--- src/rtl/uart_wb_master.sv ---
// Wishbone classic initiator for a 16550-style UART register slave. It programs the divisor,
// line control and FIFO control, then polls for received bytes and can echo each one back.
module uart_wb_master #(
  parameter logic [15:0] DIVISOR     = 16'd27,
  parameter logic [7:0]  LCR_VAL     = 8'h03,
  parameter logic [7:0]  FCR_VAL     = 8'hC7,
  parameter logic [7:0]  ACK_TIMEOUT = 8'd255
) (
  input  logic       wb_clk_i,
  input  logic       wb_rst_i,
  output logic [2:0] wb_adr_o,
  output logic [7:0] wb_dat_o,
  input  logic [7:0] wb_dat_i,
  output logic       wb_we_o,
  output logic       wb_stb_o,
  output logic       wb_cyc_o,
  output logic [3:0] wb_sel_o,
  input  logic       wb_ack_i,
  input  logic       echo_en_i,
  output logic       init_done_o,
  output logic [7:0] rx_byte_o,
  output logic       rx_valid_o,
  output logic       err_o
);

  typedef enum logic [2:0] {
    StInit, StPollRx, StReadRbr, StPollTx, StWriteThr, StError
  } state_e;

  localparam logic [2:0] AdrRbr   = 3'd0;
  localparam logic [2:0] AdrLsr   = 3'd5;
  localparam logic [2:0] LastStep = 3'd5;

  state_e     state_q;
  logic [2:0] step_q;
  logic [7:0] tmo_q;
  logic       cyc_q;
  logic       we_q;
  logic [2:0] adr_q;
  logic [7:0] dat_q;
  logic [7:0] rx_byte_q;
  logic       rx_valid_q;
  logic       init_done_q;
  logic       err_q;

  logic [2:0] init_adr;
  logic [7:0] init_dat;
  logic [2:0] req_adr;
  logic [7:0] req_dat;
  logic       req_we;

  // Configuration writes: set DLAB, load the divisor, clear DLAB, FIFOs on, interrupts off.
  always_comb begin
    init_adr = 3'd1;
    init_dat = 8'h00;
    unique case (step_q)
      3'd0: begin init_adr = 3'd3; init_dat = 8'h80 | LCR_VAL;      end
      3'd1: begin init_adr = 3'd0; init_dat = DIVISOR[7:0];        end
      3'd2: begin init_adr = 3'd1; init_dat = DIVISOR[15:8];       end
      3'd3: begin init_adr = 3'd3; init_dat = LCR_VAL & 8'h7F;     end
      3'd4: begin init_adr = 3'd2; init_dat = FCR_VAL;             end
      default: begin init_adr = 3'd1; init_dat = 8'h00;            end
    endcase
  end

  // Transfer the current state would launch from an idle bus.
  always_comb begin
    req_adr = AdrLsr;
    req_dat = 8'h00;
    req_we  = 1'b0;
    unique case (state_q)
      StInit:     begin req_adr = init_adr; req_dat = init_dat; req_we = 1'b1; end
      StReadRbr:  begin req_adr = AdrRbr; end
      StWriteThr: begin req_adr = AdrRbr; req_dat = rx_byte_q; req_we = 1'b1; end
      default:    ;
    endcase
  end

  always_ff @(posedge wb_clk_i) begin
    if (wb_rst_i) begin
      state_q     <= StInit;
      step_q      <= 3'd0;
      tmo_q       <= 8'd0;
      cyc_q       <= 1'b0;
      we_q        <= 1'b0;
      adr_q       <= 3'd0;
      dat_q       <= 8'h00;
      rx_byte_q   <= 8'h00;
      rx_valid_q  <= 1'b0;
      init_done_q <= 1'b0;
      err_q       <= 1'b0;
    end else begin
      rx_valid_q <= 1'b0;
      if (cyc_q) begin
        if (wb_ack_i) begin
          // An ack on the timeout cycle still wins over the fault.
          cyc_q <= 1'b0;
          we_q  <= 1'b0;
          tmo_q <= 8'd0;
          unique case (state_q)
            StInit: begin
              if (step_q == LastStep) begin
                state_q     <= StPollRx;
                init_done_q <= 1'b1;
              end else begin
                step_q <= step_q + 3'd1;
              end
            end
            StPollRx: if (wb_dat_i[0]) state_q <= StReadRbr;
            StReadRbr: begin
              rx_byte_q  <= wb_dat_i;
              rx_valid_q <= 1'b1;
              state_q    <= echo_en_i ? StPollTx : StPollRx;
            end
            StPollTx:   if (wb_dat_i[5]) state_q <= StWriteThr;
            StWriteThr: state_q <= StPollRx;
            default:    ;
          endcase
        end else if (tmo_q == (ACK_TIMEOUT - 8'd1)) begin
          cyc_q   <= 1'b0;
          we_q    <= 1'b0;
          tmo_q   <= 8'd0;
          err_q   <= 1'b1;
          state_q <= StError;
        end else begin
          tmo_q <= tmo_q + 8'd1;
        end
      end else if (state_q != StError) begin
        cyc_q <= 1'b1;
        adr_q <= req_adr;
        dat_q <= req_dat;
        we_q  <= req_we;
      end
    end
  end

  assign wb_adr_o    = adr_q;
  assign wb_dat_o    = dat_q;
  assign wb_we_o     = we_q;
  assign wb_stb_o    = cyc_q;
  assign wb_cyc_o    = cyc_q;
  assign wb_sel_o    = 4'b0001;
  assign init_done_o = init_done_q;
  assign rx_byte_o   = rx_byte_q;
  assign rx_valid_o  = rx_valid_q;
  assign err_o       = err_q;

endmodule

--- config.mk ---
export PLATFORM = sky130hd
export DESIGN_NAME = uart_wb_master
export DESIGN_NICKNAME = d
export VERILOG_FILES = /design/src/rtl/uart_wb_master.sv
export SDC_FILE = /design/constraint.sdc
export NUM_CORES = 1
export LEC_CHECK = 0
export BUFFER_PORTS_ARGS = -buffer_cell sky130_fd_sc_hd__clkbuf_2
export CAP_MARGIN = 15
export CORE_MARGIN = 3
export CORE_UTILIZATION = 53
export DETAILED_ROUTE_END_ITERATION = 12
export PLACE_DENSITY = 0.78
export SKIP_LAST_GASP = 1
export SYNTH_ARGS = -nofsm -noshare
export SYNTH_HDL_FRONTEND = slang
export SYNTH_SLANG_ARGS = --single-unit
--- constraint.sdc ---
create_clock -name wb_clk_i -period 2.1 [get_ports wb_clk_i]
set_input_delay 0.315 -clock wb_clk_i [delete_from_list [all_inputs] [get_ports wb_clk_i]]
set_output_delay 0.315 -clock wb_clk_i [all_outputs]
set_load 0.05 [all_outputs]
==> run summary, run 1 <==
Initial Utilization: 55.7%
H-tree depth: 2
fin crit share: 82.5%
DIE WIDTH: 65.7 µm
Post-synth EDFFs: 0
r2r startpoint: state_q[0]
placed cell areas: 2040 µm²
Int Power: 1230 µW
most frequent cells in the layout: 38 x dfxtp_1, 36 x clkbuf_2, 27 x nor2_1
fin area: 2150 µm²
CTS tree: done
# port buffers: 36
clock share of power: 38.4%
gp weighted congestion: 0.818
Die Y: 65.7 µm
ys async rst share: 0%
Iter 0 DRT Violations: 90
fin nets: 263
first-pass GRT wire length: 6.35 mm
DIE AREA: 4320 µm²
sequential cell area fraction in the yosys report: 40.3%
TNS Setup: 0 ns
Worst Hold Launch: wb_dat_i[1]
TritonRoute pass-1 iters: 4
R2R cell count: 4
Seq cells post-synth: 38
worst vdd ir: 0.000440 V
CP Launch Type: flip-flop
Clock Path Buffers: 2
GRT Total Usage: 19.2%
Slew @ Worst Pin: 0.617 ns
post-DR vias/cell: 5.33
achievable clock frequency: 577 MHz
Hold Path Class: primary input to flip-flop
xor and xnor fraction of the mapped netlist area: 2.78%
gr ovfl total: 0
Antenna Nets Post-Route: 0
share of post-route cells with drive strength above 1: 22.9%
Hold Path Stages: 3
final setup fails: 0
via count: 1551
crit-path max FO: 18
crit path cell chain: o21a_1 -> a21oi_1 -> o2111ai_1 -> mux2_2
post-CTS resize count: 0
core box area: 3390 µm²
Critical Path End Type: flip-flop
adder-cell share of the synthesized area: 4.64%
area delta synth->final: 14.0%
Crit path largest cell delay: 0.73 ns
Post-Syn Area: 1890 µm²
Synth Flop Type: dfxtp_1
worst reg-to-reg setup slack: 0.37 ns
Synth Instances: 213
share of total power in sequential cells: 45.6%
post-synth top area share: 40.3%
RSZ-0062 raised after global routing: no
Area contributors post-synth: dfxtp_1 40%, mux2i_1 5.8%, nor2_1 5.4%
CTS buffer count: 5
outcome: completed
utilization after layout: 63.6%
Unique masters post-synth: 44
pwr dens: 787 nW/µm²
initial antenna violation count: 0
Post-Synth Simple-Gate Area: 20.5%
Synth Area per Inst: 8.87 µm²
P_leak: 0.000866 µW
CP max stage cell: dfxtp_1
CTS clk-pin slew, worst paths: 0.12 ns
commonest non-fill, non-tap cell in the layout: dfxtp_1
crit path time final: 1.73 ns
overall power: 1700 µW
multiplexer share of the synthesized area: 8.21%
largest net degree at the start of global routing: 24
routed wire length: 3.79 mm
Net Switching: 464 µW
Max Slew Vio Count: 0
latest clock arrival within the worst-skew pair: 0.35 ns
cts hold-fix bufs: 0
Hold Vio Cnt, Final: 0
Critical Path AT: 1.99 ns
post-synthesis compound-gate area fraction: 15.2%
dpl hpwl: 2.70 mm
Sw Share: 27.3%
vias in the first global route: 1375
Setup Skew: 0.0109 ns
standard-cell rows: 21
WP data required: 2.36 ns
sink of the worst hold path: rx_byte_o[1]
largest family of logic cells by synthesized area: simple AND/OR/NAND/NOR gates
cell taking the most area after synthesis: dfxtp_1
clk root buf: clkbuf_4
average wire per standard cell: 13.0 µm
Filler cells: 305
I/O pin count: 41
R2R Path End: state_q[2]
Yosys warnings: 0
Post-CTS Setup Bufs: 0
logic gate share of total power: 16.0%
DRC viols: 0
Slew HR: 58.8%
antenna cells: 0
CTS Sinks: 38
Crit Path Class: flip-flop to flip-flop
maxcap violations: 0
## kinds of logic (layout without fill, tap and decap cells)
family          Yosys count  count (layout)
compound gates           42              42
xor+xnor                  6               6
fa+ha+maj                 7               7
buf+inv                  26              56
flops                    38              38
mux                      14              14
other cells               2               4
simple gates             78              78
## layer usage
| layer | share of wire (%) | up-vias | track usage, % |
|---|---|---|---|
| li1 | - | 787 | - |
| met1 | 47 | 715 | 24.6 |
| met2 | 46 | 44 | 30.4 |
| met3 | 5.9 | 5 | 6.15 |
| met4 | 1.2 | 0 | 6.22 |
| met5 | 0 | - | 0 |
## sequential cells by signal, indices dropped and copies added (netlist names)
| register | cells |
|---|---|
| wb_dat_o | 8 |
| tmo_q | 8 |
| wb_adr_o | 3 |
| init_done_o | 1 |
| wb_we_o | 1 |
| err_o | 1 |
| wb_cyc_o | 1 |
| rx_byte_o | 8 |
| rx_valid_o | 1 |
| state_q | 3 |
| step_q | 3 |
## worst max-delay path by stage
stage          startpoint      endpoint  slack [ns]  cells past startpoint
2_1_floorplan    wb_cyc_o  rx_byte_o[0]        0.47                      5
3_3_place_gp   state_q[0]    state_q[2]        0.44                      4
3_5_place_dp   state_q[0]    state_q[2]        0.41                      4
4_1_cts        state_q[0]    state_q[2]        0.39                      4
5_1_grt        state_q[0]    state_q[2]        0.20                      4
6_report       state_q[0]    state_q[2]        0.37                      4
## synth_stat cells (5+ instances only)
cell type  instances
buf_4              7
a21o_1             6
nor2b_1            6
nand2b_1           5
a211oi_1           5
ha_1               7
inv_1              8
dfxtp_1           38
nand2_1           17
nand4_1            5
nor3_1             5
nor2_1            27
mux2i_1           11
a21oi_1           13
## stage by stage
stage | worst slack (ns) | hold slack, ns | cells
finish | 0.367 | 0.195 | 291
global route | 0.196 | 0.203 | 291
CTS | 0.389 | 0.174 | 291
detailed placement | 0.412 | 0.447 | 283
global placement | 0.442 | 0.442 | 283
floorplan | 0.468 | 0.462 | 215
## power by group through the flow
| stage | Combinational (µW) | Clock, µW | Sequential [µW] |
|---|---|---|---|
| 2_1_floorplan | 158 | 0 | 850 |
| 3_5_place_dp | 271 | 0 | 790 |
| 4_1_cts | 272 | 670 | 774 |
| 6_report | 271 | 652 | 774 |
| 5_1_grt | 295 | 699 | 778 |
| 3_3_place_gp | 268 | 0 | 790 |
## critical path: cells and delay by family (launching register included)
kind	cells	cell delay, ns
muxes	1	0.37
AOI/OAI and AO/OA	3	0.53
DFF	1	0.73
## layout make-up
type | count | area (µm²) | area share (%)
timing repair buffer | 40 | 210 | 9.76
inverter | 8 | 30.0 | 1.39
tap | 46 | 57.6 | 2.67
multi-input combinational | 151 | 985 | 45.7
clock buffer | 6 | 51.3 | 2.38
clock inverter | 2 | 60.1 | 2.79
sequential | 38 | 761 | 35.3
Note: power is estimated with default switching activity, not from simulation.
==> inputs of run 2 (changes only) <==
- ABC_AREA: default -> 1
- CORE_UTILIZATION: 53 -> 48
- PLACE_DENSITY: 0.78 -> 0.75
- clock period: 2.1 -> 1.44 ns (I/O delays scaled with it)
==> run summary, run 2 <==
Unique masters post-synth: 34 (-23%)
final setup fails: 0 (unchanged)
multiplexer share of the synthesized area: 0% (-8.2 points)
met3 Use GR: 4.08% (-2.1 points)
core box area: 3740 µm² (+10%)
R2R cell count: 7 (+3)
ys async rst share: 0% (unchanged)
standard-cell rows: 22 (+4.8%)
Antenna Nets Post-Route: 0 (unchanged)
area delta synth->final: 16.3%
Clock Path Buffers: 2 (unchanged)
pwr dens: 1110 nW/µm² (+40%)
largest net degree at the start of global routing: 22 (-8.3%)
sink of the worst hold path: rx_byte_o[3]
largest family of logic cells by synthesized area: simple AND/OR/NAND/NOR gates
average wire per standard cell: 12.0 µm (-8.0%)
Seq cells post-synth: 38 (unchanged)
CTS clk-pin slew, worst paths: 0.08 ns (-0.04 ns)
crit-path max FO: 9 (-9)
latest clock arrival within the worst-skew pair: 0.29 ns (-0.06 ns)
post-synthesis compound-gate area fraction: 13.8% (-1.5 points)
synth cell count leaders: 50 x nand2_1, 38 x dfxtp_1, 32 x nor2_1
achievable clock frequency: 728 MHz
worst reg-to-reg setup slack: 0.14 ns (-0.23 ns)
fin nets: 304 (+16%)
# port buffers: 36 (unchanged)
maxcap violations: 0 (unchanged)
Hold Path Stages: 3 (unchanged)
P_leak: 0.00103 µW (+19%)
sequential cell area fraction in the yosys report: 39.9% (-0.37 points)
Global Route met1 Usage: 22.7% (-1.9 points)
met2 Usage GRT: 27.9% (-2.6 points)
adder-cell share of the synthesized area: 4.59% (-0.043 points)
Synth Flop Type: dfxtp_1
vias in the first global route: 1539 (+12%)
global route hottest layer: met2
Hold Path Class: primary input to flip-flop
Die Y: 69.0 µm (+5.1%)
Synth Instances: 247 (+16%)
Post-Synth Simple-Gate Area: 30.0% (+9.5 points)
DIE WIDTH: 69.0 µm (+5.1%)
CP Launch Type: flip-flop
commonest non-fill, non-tap cell in the layout: nand2_1
I/O pin count: 41 (unchanged)
gp weighted congestion: 0.874 (+6.9%)
xor and xnor fraction of the mapped netlist area: 2.30% (-0.48 points)
Setup Skew: 0.00804 ns (-0.00285 ns)
Initial Utilization: 50.9% (-4.8 points)
Yosys warnings: 0 (unchanged)
DIE AREA: 4770 µm² (+10%)
TritonRoute pass-1 iters: 4 (unchanged)
WP data required: 1.22 ns (-1.14 ns)
overall power: 2450 µW (+45%)
share of post-route cells with drive strength above 1: 30.4% (+7.6 points)
R2R Path End: wb_adr_o[0]
outcome: completed
Post-Syn Area: 1910 µm² (+0.93%)
RSZ-0062 raised after global routing: no
post-DR vias/cell: 4.90 (-8.2%)
H-tree depth: 2 (unchanged)
dpl hpwl: 3.01 mm (+12%)
post-synth top area share: 39.9% (-0.37 points)
Critical Path AT: 1.16 ns (-0.83 ns)
Max Slew Vio Count: 0 (unchanged)
DRC viols: 0 (unchanged)
gr ovfl total: 0 (unchanged)
via count: 1635 (+5.4%)
clk root buf: clkbuf_8
most frequent cells in the layout: 49 x nand2_1, 36 x clkbuf_2, 34 x dfxtp_1
crit path time final: 1.37 ns
Critical Path End Type: primary output
Iter 0 DRT Violations: 46 (-49%)
fin crit share: 95.4%
Post-synth EDFFs: 0 (unchanged)
r2r startpoint: step_q[0]
CTS buffer count: 5 (unchanged)
CTS Sinks: 38 (unchanged)
Hold Vio Cnt, Final: 0 (unchanged)
TNS Setup: 0 ns (unchanged)
CTS tree: done
Post-CTS Setup Bufs: 0 (unchanged)
worst vdd ir: 0.000906 V (+110%)
Crit Path Class: flip-flop to primary output
GRT Total Usage: 17.3% (-1.9 points)
routed wire length: 4.00 mm (+5.6%)
Worst Hold Launch: wb_dat_i[3]
Area contributors post-synth: dfxtp_1 40%, nand2_1 9.8%, nor2_1 6.3%
most frequent cell after synthesis: nand2_1
initial antenna violation count: 0 (unchanged)
cell taking the most area after synthesis: dfxtp_1
Synth Area per Inst: 7.72 µm² (-13%)
first-pass GRT wire length: 6.84 mm (+7.6%)
antenna cells: 0 (unchanged)
-- run 2: power breakdown --
group	internal (µW)	leakage (µW)	total, µW	switching, µW
Combinational	151	0.000668	551	401
Clock	386	0.0000482	746	360
Sequential	1110	0.000311	1160	47.6
Total	1640	0.00103	2450	808
-- run 2: final cells by class --
cell class,instances,area [µm²]
sequential,38,766
inverter,23,88.8
fill,352,1530
timing repair buffer,41,218
tap,48,60.1
clock buffer,7,86.3
clock inverter,1,5.00
multi-input combinational,176,993
-- run 2: what timing repair did --
action	4_1_cts	5_1_grt
hold buffers	0	0
gates resized for setup	0	9
hold endpoints to repair	0	0
endpoints found under the setup margin	0	15
-- run 2: critical path, stage by stage, from the launching register on --
cell,delay [ns]
dfxtp_2,0.39
buf_4,0.19
clkbuf_2,0.29
-- run 2: logic make-up (layout without fill, tap and decap cells) --
family                   after synthesis  after routing
flip-flops                            38             38
AND/OR/NAND/NOR                      117            117
AO/OA/AOI/OAI                         43             43
buffers and inverters                 35             72
adder cells (fa/ha/maj)                7              7
other                                  2              4
XOR/XNOR                               5              5
-- run 2: how the worst max path moves through the flow --
stage	startpoint	to	slack [ns]	cells past startpoint
after floorplan	wb_cyc_o	wb_dat_o[0]	0.12	7
after global placement	step_q[0]	wb_adr_o[0]	0.06	7
after detailed placement	step_q[0]	wb_adr_o[0]	0.06	7
after CTS	step_q[0]	wb_adr_o[0]	0.04	7
after global routing	step_q[1]	step_q[1]	0.002	6
final	wb_cyc_o	wb_stb_o	0.07	2
-- run 2: layer usage --
layer | wire [µm] | vias up
met5 | 0 | -
met3 | 195 | 5
met1 | 1820 | 740
met2 | 1950 | 36
met4 | 44 | 0
li1 | - | 854
-- run 2: stage by stage --
| step | cells | setup WS, ns | cell area [µm²] | hold WS [ns] | utilization (%) |
|---|---|---|---|---|---|
| 2_1_floorplan | 249 | 0.124 | 1920 | 0.330 | - |
| 3_3_place_gp | 326 | 0.0587 | 2110 | 0.448 | 56.4 |
| 3_5_place_dp | 326 | 0.0600 | 2110 | 0.457 | 56.4 |
| 4_1_cts | 334 | 0.0365 | 2200 | 0.167 | 58.8 |
| 5_1_grt | 334 | 0.00192 | 2220 | 0.189 | 59.2 |
| 6_report | 334 | 0.0661 | 2220 | 0.165 | 59.2 |
